$ cat src/rtl/digit_scan_mux.sv
// Time-multiplexed driver for four hex digits. New values are staged as pending
// and only become active at a frame boundary, so a frame never shows a mix of values.
module digit_scan_mux #(
   parameter int PRESCALE = 4
) (
   input  logic        clk,
   input  logic        reset,
   input  logic        load,
   input  logic [15:0] value,
   input  logic        blank_lz,
   output logic [3:0]  data,
   output logic [3:0]  an,
   output logic        load_ack,
   output logic        frame
);

   localparam int CW = (PRESCALE > 1) ? $clog2(PRESCALE) : 1;
   localparam logic [CW-1:0] LAST = CW'(PRESCALE - 1);

   logic [CW-1:0] cnt;
   logic [1:0]    idx;
   logic [15:0]   act_val;
   logic          act_blank;
   logic [15:0]   pend_val;
   logic          pend_blank;
   logic          pend_valid;

   logic tick;
   logic boundary;

   assign tick     = (cnt == LAST);
   assign boundary = tick && (idx == 2'd3);

   always_ff @(posedge clk) begin
      if (!reset) begin
         cnt        <= '0;
         idx        <= 2'd0;
         act_val    <= 16'h0;
         act_blank  <= 1'b0;
         pend_val   <= 16'h0;
         pend_blank <= 1'b0;
         pend_valid <= 1'b0;
         load_ack   <= 1'b0;
         frame      <= 1'b0;
      end else begin
         cnt      <= tick ? '0 : cnt + 1'b1;
         if (tick)
            idx <= idx + 2'd1;
         frame    <= boundary;
         load_ack <= boundary && (load || pend_valid);
         if (boundary) begin
            // A load landing on the boundary itself wins over anything pending.
            if (load) begin
               act_val   <= value;
               act_blank <= blank_lz;
            end else if (pend_valid) begin
               act_val   <= pend_val;
               act_blank <= pend_blank;
            end
            pend_valid <= 1'b0;
         end else if (load) begin
            pend_val   <= value;
            pend_blank <= blank_lz;
            pend_valid <= 1'b1;
         end
      end
   end

   // Leading-zero detection: digit i is blankable when digits i..3 are all zero.
   logic z3, z2, z1;
   logic blanked;

   assign z3 = (act_val[15:12] == 4'h0);
   assign z2 = z3 && (act_val[11:8] == 4'h0);
   assign z1 = z2 && (act_val[7:4] == 4'h0);

   always_comb begin
      blanked = 1'b0;
      case (idx)
         2'd1:    blanked = act_blank && z1;
         2'd2:    blanked = act_blank && z2;
         2'd3:    blanked = act_blank && z3;
         default: blanked = 1'b0;
      endcase
   end

   assign data = act_val[{idx, 2'b00} +: 4];
   assign an   = blanked ? 4'b1111 : ~(4'b0001 << idx);

endmodule

$ cat config.mk
export PLATFORM = sky130hd
export DESIGN_NAME = digit_scan_mux
export DESIGN_NICKNAME = d
export VERILOG_FILES = /design/src/rtl/digit_scan_mux.sv
export SDC_FILE = /design/constraint.sdc
export NUM_CORES = 1
export LEC_CHECK = 0
export CORE_ASPECT_RATIO = 0.8
export CORE_MARGIN = 2
export CORE_UTILIZATION = 41
export CTS_BUF_LIST = sky130_fd_sc_hd__clkbuf_8 sky130_fd_sc_hd__clkbuf_16
export DETAILED_ROUTE_END_ITERATION = 10
export PLACE_DENSITY = 0.61
export SLEW_MARGIN = 40
export SYNTH_ARGS = -nofsm -noshare
export SYNTH_HDL_FRONTEND = slang
export SYNTH_SLANG_ARGS = --single-unit
export TNS_END_PERCENT = 30
$ cat constraint.sdc
create_clock -name clk -period 4.8 [get_ports clk]
set_clock_uncertainty 0.05 [all_clocks]
set_input_delay 0.96 -clock clk [delete_from_list [all_inputs] [get_ports clk]]
set_output_delay 0.96 -clock clk [all_outputs]
set_load 0.005 [all_outputs]
# == Word-level counts from Yosys, hierarchy flattened ==
# Cells that the tools add are included.
# word_totals
input_bits,20
reg_bits,41
wordCells,42
# op_classes
add_sub_neg,2
shifts,2
muxes,6
bitwise_logic,3
reduce_logical,16
n_eq_ne,4
# ops
cell,n
two-way mux 16 bit,2
indexed part select 16 x 5 -> 4 bit,1
logical NOT 4 bit,3
logical AND 1 bit,7
equality test 2 bit (second input constant),3
adder 2 x 1 -> 2 bit (second input constant),2
two-way mux 4 bit,1
NOT 4 bit,1
AND reduction 2 bit,2
OR reduction 2 bit,2
<< shifter 1 x 2 -> 4 bit (first input constant),1
one-hot mux 1 bit (3 select lines),1
equality test 2 x 1 -> 1 bit (second input constant),1
two-way mux 1 bit,2
NOT 1 bit,2
nonzero test 2 bit,1
logical OR 1 bit,1

# == Depth between registers and ports, before layout ==
# Gate-level depths: netlist (run 1).
# logic_depth
word_depth,6
ltp_mapped,7

# == Least setup slack after synthesis (run 1) ==
# Ideal clock, no wire load.
# synth_path
path_kind,reg-to-output
start,reg idx[0]
end,out an[1]
stages_incl_launch_ff,7
required_time_ns,3.790
arrival_time_ns,1.398
path_buffers,1
path_slack_ns,2.392
path_cell_list,dfxtp_1 buf_2 inv_1 ha_1 nor4b_1 nand2_1 a211oi_1
# synth_between
elab_chain_len,3
# synth_rtl
item,line_no,rtl
start: declaration,21,logic [1:0] idx;
start signal: assignment,48,idx <= idx + 2'd1;
"equality test 2 bit, or another cell as far along",79,case (idx)
one-hot mux 1 bit (3 select lines) or NOT 4 bit (tied branches),"79, 88",
two-way mux 4 bit *,88,assign an = blanked ? 4'b1111 : ~(4'b0001 << idx);
end: declaration,12,"output logic [3:0] an,"
# Every way passes the cells marked *; elsewhere a longest branch is shown, timed or not.

# == Worst setup path in the final report (run 1) ==
# Same ends and word-level chain as after synthesis.

==> flow_metrics.env, run 1 <==
export IMPL_result_of_the_run="finished clean"
export IMPL_die_area_um2=5350
export IMPL_power_static_leakage_nw=1.11
export IMPL_fill_cells=412
export IMPL_timing_hold_worst_class="flop to flop"
export IMPL_initial_core_util_pct=42.6
export IMPL_hold_violations=0
export IMPL_share_of_power_burned_in_the_clock_network_pct=39.7
export IMPL_cts_num_sinks=41
export IMPL_grt_start_max_net_pins=35
export IMPL_clk_root_buffer_cell="sky130_fd_sc_hd__clkbuf_8"
export IMPL_num_nets_final=243
export IMPL_die_width_um=81.3
export IMPL_cellPowerDensity_nw_per_um2=302
export IMPL_worstSkewPairLatency_ns=0.29
export IMPL_cellInternalPower_w=0.000557
export IMPL_fmax_mhz=286
export IMPL_global_route_wire_length_before_repair_um=6750
export IMPL_max_cap_violations=0
export IMPL_power_total_w=0.000710
export IMPL_post_cts_setup_buffer_count=0
export IMPL_net_switching_power_w=0.000153
export IMPL_gpl_final_weighted_congestion=0.896
export IMPL_post_route_min_period_ns=3.49
export IMPL_hold_ws_ns=0.376
export IMPL_drtPass1Iterations=4
export IMPL_cts_tree="done"
export IMPL_report_final_slew_viol_count=0
export IMPL_cts_buffers_inserted=5
export IMPL_ys_seq_area_share_pct=41.9
export IMPL_clkSlewWorstSetupHoldPaths_ns=0.08
export IMPL_cts_max_level=2
export IMPL_postLayoutCellArea_um2=2350
export IMPL_post_drt_wl_per_cell_um=13.9
export IMPL_grt_setup_unrepaired="no"
export IMPL_cp_required_ns=3.79
export IMPL_post_synth_inst_count=196
export IMPL_timing_critical_path_fanout_max=8
export IMPL_tightest_slew_ns=0.639
export IMPL_synth_largest_area_cell="sky130_fd_sc_hd__dfxtp_1"
export IMPL_vias=1436
export IMPL_timing_final_setup_violations=0
export IMPL_cts_resized=0
export IMPL_fraction_of_layout_cells_with_a_size_suffix_above_1_pct=12.3
export IMPL_post_synth_top_area_fraction_pct=41.9
export IMPL_max_slew_margin_rel_pct=57.4
export IMPL_synthesis_area_um2=1960
export IMPL_synth_most_common_cell="sky130_fd_sc_hd__nand2_1"
export IMPL_synth_top_cells_by_area="sky130_fd_sc_hd__dfxtp_1 42%, sky130_fd_sc_hd__nand2_1 10%, sky130_fd_sc_hd__mux2i_1 9.2%"
export IMPL_postSynthNetCount=221
export IMPL_globalRouteTotalUtil_pct=16.6
export IMPL_syn2layout_area_growth_pct=19.9
export IMPL_numPortBuffers=29
export IMPL_core_rowCount=22
export IMPL_wl_um=3870
export IMPL_sequentialPowerShare_pct=50.4
export IMPL_cp_arrival_ns=2.48
export IMPL_synth_cell_type_count=27
export IMPL_post_dp_cell_area_um2=2240
export IMPL_end_kind="output pin"
export IMPL_final_period_utilization_pct=72.8
export IMPL_hpwl_um=2810
export IMPL_synthArstFlopShare_pct=0
export IMPL_setup_tns_final_ns=0
export IMPL_antenna_left=0
export IMPL_peakVddDrop_uv=167
export IMPL_detail_route_vias_per_cell=5.15
export IMPL_insertedDiodeCount=0
export IMPL_drt_drc_violations_left=0
export IMPL_synth_top_cells_by_count="54 x sky130_fd_sc_hd__nand2_1, 41 x sky130_fd_sc_hd__dfxtp_1, 18 x sky130_fd_sc_hd__mux2i_1, 18 x sky130_fd_sc_hd__o211a_1, 10 x sky130_fd_sc_hd__a21boi_2"
export IMPL_core_um2=4600
export IMPL_pwr_share_comb_pct=9.9
export IMPL_yosys_most_used_dff="sky130_fd_sc_hd__dfxtp_1"
export IMPL_synthesis_area_per_instance_um2=10.0
export IMPL_yosys_warnings=0
export IMPL_register_bit_count_reported_by_yosys=41
export IMPL_cts_max_path_buffers=2
export IMPL_globalRouteOverflowTotal=0
export IMPL_critical_path_class="flop to output pin"
export IMPL_io_count=30
export IMPL_power_share_switching_pct=21.5
export IMPL_synth_edf_count=0
export IMPL_final_core_utilization_pct=51.1
export IMPL_worstSetupStartpointType="flop"
export IMPL_first_global_vias=1400
export IMPL_grt_antenna_before_repair=0
export IMPL_die_height_um=65.8
export IMPL_drt_initial_drc_count=63
export IMPL_holdBufCountCts=0
==> layout make-up <==
type / instances / area (um^2) / share of cell area [%]
multi-input cells: 136 / 1020 / 43.6
flip-flops and latches: 41 / 821 / 34.9
repair buffers: 31 / 300 / 12.8
clock buffers: 6 / 82.6 / 3.52
well taps: 60 / 75.1 / 3.20
clock inverters: 2 / 33.8 / 1.44
inverters: 3 / 11.3 / 0.479
==> power by group through the flow <==
stage	logic, W	registers (W)	clock network (W)
after global placement	0.0000691	0.000365	0
after global routing	0.0000782	0.000360	0.000306
after CTS	0.0000720	0.000358	0.000289
after detailed placement	0.0000719	0.000366	0
after floorplan	0.0000471	0.000363	0
final	0.0000703	0.000358	0.000281
==> per-layer routing <==
metal  GRT usage [%]  part of all wire (%)
met1            21.6                    47
met3            4.37                   4.9
met2            26.5                    46
met5               0                     0
met4            5.51                   1.8
==> registers in the layout, indices dropped and copies added (netlist names) <==
signal and cells:
pend_val 16, pend_valid 1, idx 2, act_blank 1
frame 1, act_val 16, pend_blank 1, load_ack 1
cnt 2
==> final timing paths <==
check | cells past startpoint | to | slack, ns | from
max reg2reg | 4 | act_val[7]$_SDFFE_PN0P_ | 2.60 | idx[0]$_SDFFE_PN0P_
min reg2reg | 1 | cnt[0]$_SDFF_PP0_ | 0.38 | cnt[0]$_SDFF_PP0_
max | 6 | an[1] | 1.31 | idx[0]$_SDFFE_PN0P_
min | 1 | cnt[0]$_SDFF_PP0_ | 0.38 | cnt[0]$_SDFF_PP0_
==> stage by stage <==
step | setup slack, ns | instances
6_report | 1.31 | 279
3_5_place_dp | 1.64 | 271
4_1_cts | 1.32 | 279
2_1_floorplan | 2.39 | 196
3_3_place_gp | 1.80 | 271
5_1_grt | 1.03 | 279
==> critical path: stages (launching register included) <==
cell	delay, ns
sky130_fd_sc_hd__dfxtp_1	0.57
sky130_fd_sc_hd__inv_1	0.12
sky130_fd_sc_hd__ha_1	0.24
sky130_fd_sc_hd__nor4b_1	0.28
sky130_fd_sc_hd__nand2_1	0.14
sky130_fd_sc_hd__a211oi_1	0.29
sky130_fd_sc_hd__clkdlybuf4s50_1	0.55
==> cells by family after synthesis <==
group	Yosys count	share of synthesized area (%)
mux	22	13.8
buf+inv	19	5.81
simple gates	67	14.6
compound gates	41	20.2
xor+xnor	1	0.447
fa+ha+maj	5	3.19
flops	41	41.9
==> layout by cell type (no fill, tap or decap), drive strengths merged <==
master / synthesis / layout
o211a: 18 / 18
nor3b: 2 / 2
and2: 1 / 1
buf: 12 / 3
and3b: 1 / 1
clkdlybuf4s50: 0 / 28
nand2: 54 / 54
nor2: 3 / 3
mux2i: 18 / 18
and3: 1 / 1
inv: 3 / 4
clkbuf: 4 / 6
o21ai: 2 / 2
xor2: 1 / 1
a21bo: 1 / 1
ha: 5 / 5
nor2b: 1 / 1
bufinv: 0 / 1
a211oi: 1 / 1
a21oi: 1 / 1
mux4: 4 / 4
dfxtp: 41 / 41
a21boi: 18 / 18
nor4: 2 / 2
nor4b: 2 / 2
Power figures use the tool's default switching activity.
==> run 2, diff against run 1 <==
==> constraint.sdc (replaced) <==
create_clock -name clk -period 3.3 [get_ports clk]
set_clock_uncertainty 0.05 [all_clocks]
set_input_delay 0.66 -clock clk [delete_from_list [all_inputs] [get_ports clk]]
set_output_delay 0.66 -clock clk [all_outputs]
set_load 0.005 [all_outputs]
==> run 2 against run 1 <==
Core utilization down 0.46 points. Routed wire length up 2.7%. Worst hold slack better by 0.0017 ns. Cell area down 0.91%. Combinational power up 47%. Sequential power up 46%. Non-clock buffer count unchanged. Register-to-register slack worse by 1.3 ns. Clock-buffer cell count down 1. Via count up 0.14%. Critical path type unchanged. Largest power group unchanged.
==> flow_metrics.env, run 2 (synthesis gave the netlist of run 1 again) <==
export IMPL_cts_resized=0
export IMPL_timing_critical_path_fanout_max=8
export IMPL_crit_path_start="idx[0]$_SDFFE_PN0P_"
export IMPL_result_of_the_run="finished clean"
export IMPL_cellInternalPower_w=0.000713
export IMPL_io_count=30
export IMPL_insertedDiodeCount=0
export IMPL_worstSetupStartpointType="flop"
export IMPL_detail_route_vias_per_cell=5.15
export IMPL_worstHoldStart="cnt[0]$_SDFF_PP0_"
export IMPL_fmax_mhz=332
export IMPL_largestRegisters="act_val (16), pend_val (16)"
export IMPL_wl_um=3970
export IMPL_power_share_switching_pct=24.8
export IMPL_drtPass1Iterations=4
export IMPL_post_cts_setup_buffer_count=0
export IMPL_clk_root_buffer_cell="sky130_fd_sc_hd__clkbuf_8"
export IMPL_numPortBuffers=29
export IMPL_core_rowCount=22
export IMPL_cellPowerDensity_nw_per_um2=408
export IMPL_post_drt_wl_per_cell_um=14.2
export IMPL_fill_cells=431
export IMPL_r2r_setup_slack_ns=1.28
export IMPL_rr_startpoint="idx[0]$_SDFFE_PN0P_"
export IMPL_timing_final_setup_violations=0
export IMPL_core_um2=4600
export IMPL_power_static_leakage_nw=1.10
export IMPL_cts_tree="done"
export IMPL_cts_buffers_inserted=5
export IMPL_syn2layout_area_growth_pct=18.8
export IMPL_hpwl_um=2890
export IMPL_grt_start_max_net_pins=35
export IMPL_cts_max_level=2
export IMPL_global_route_wire_length_before_repair_um=6610
export IMPL_holdBufCountCts=0
export IMPL_final_core_utilization_pct=50.6
export IMPL_cts_num_sinks=41
export IMPL_net_switching_power_w=0.000236
export IMPL_layout_commonest_cell="sky130_fd_sc_hd__nand2_1"
export IMPL_layout_cells_most_common_list="54 x sky130_fd_sc_hd__nand2_1, 39 x sky130_fd_sc_hd__dfxtp_1, 28 x sky130_fd_sc_hd__clkdlybuf4s50_1, 18 x sky130_fd_sc_hd__mux2i_1, 17 x sky130_fd_sc_hd__o211a_1"
export IMPL_final_period_utilization_pct=91.2
export IMPL_cp_required_ns=2.59
export IMPL_cp_arrival_ns=2.30
export IMPL_sequentialPowerShare_pct=54.9
export IMPL_cts_max_path_buffers=2
export IMPL_globalRouteOverflowTotal=0
export IMPL_antenna_left=0
export IMPL_pwr_share_comb_pct=10.8
export IMPL_clkSlewWorstSetupHoldPaths_ns=0.08
export IMPL_num_nets_final=243
export IMPL_report_final_slew_viol_count=0
export IMPL_end_kind="output pin"
export IMPL_timing_hold_worst_class="flop to flop"
export IMPL_hold_violations=0
export IMPL_first_global_vias=1433
export IMPL_gpl_final_weighted_congestion=0.867
export IMPL_reg2regPathDepth=4
export IMPL_drt_drc_violations_left=0
export IMPL_die_area_um2=5350
export IMPL_die_width_um=81.3
export IMPL_r2r_end="act_val[14]$_SDFFE_PN0P_"
export IMPL_worstSkewPairLatency_ns=0.29
export IMPL_tightest_slew_ns=0.651
export IMPL_max_slew_margin_rel_pct=56.6
export IMPL_grt_antenna_before_repair=0
export IMPL_setup_tns_final_ns=0
export IMPL_post_route_min_period_ns=3.01
export IMPL_critical_path_class="flop to output pin"
export IMPL_max_cap_violations=0
export IMPL_fraction_of_layout_cells_with_a_size_suffix_above_1_pct=14.2
export IMPL_peakVddDrop_uv=215
export IMPL_grt_setup_unrepaired="no"
export IMPL_die_height_um=65.8
export IMPL_share_of_power_burned_in_the_clock_network_pct=34.2
export IMPL_initial_core_util_pct=42.6
export IMPL_globalRouteTotalUtil_pct=16.4
export IMPL_hold_endpoint="cnt[0]$_SDFF_PP0_"
export IMPL_hold_depth=1
export IMPL_drt_initial_drc_count=60
export IMPL_vias=1438
## run 2: critical path: stages (launching register included)
cell and delay (ns):
sky130_fd_sc_hd__dfxtp_2 0.45, sky130_fd_sc_hd__inv_1 0.11, sky130_fd_sc_hd__ha_1 0.25, sky130_fd_sc_hd__nor4b_2 0.25, sky130_fd_sc_hd__nand2_1 0.13, sky130_fd_sc_hd__a211oi_1 0.28
sky130_fd_sc_hd__clkdlybuf4s50_1 0.54
## run 2: power by group through the flow
stage                     registers [W]   logic, W  clock network [W]
after floorplan                0.000529  0.0000685                  0
after global placement         0.000531   0.000101                  0
after detailed placement       0.000533   0.000105                  0
after CTS                      0.000521   0.000105           0.000332
after global routing           0.000524   0.000115           0.000352
final                          0.000521   0.000103           0.000325
## run 2: how the worst max path moves through the flow
stage	slack, ns	cells after the start	end
finish	0.29	6	an[1]
floorplan	1.19	6	an[1]
CTS	0.10	6	an[1]
detailed placement	0.45	6	an[1]
global placement	0.62	6	an[1]
global route	0.06	6	an[1]
## run 2: area by class of cell
type	instances	area [um^2]	area share, %
inverter	3	11.3	0.484
tap	60	75.1	3.23
clock buffer	5	68.8	2.96
timing repair buffer	31	300	12.9
multi-input combinational	136	1030	44.3
sequential	41	823	35.4
clock inverter	3	17.5	0.753
## run 2: per-stage QoR
stage	cell area (um^2)	hold WS [ns]	setup slack (ns)	power, W	std cells
global route	2330	0.415	0.0588	0.000991	279
global placement	2240	0.361	0.620	0.000632	271
floorplan	1960	0.353	1.19	0.000597	196
finish	2330	0.377	0.289	0.000949	279
detailed placement	2240	0.374	0.454	0.000637	271
CTS	2320	0.385	0.103	0.000958	279
## run 2: layer usage
layer	part of all wire, %	track usage [%]	up-vias	routed length [um]
li1	-	-	723	-
met1	50	21.1	682	1970
met2	46	26.4	26	1810
met3	3.6	4.37	7	142
met4	1.2	5.93	0	47
met5	0	0	-	0
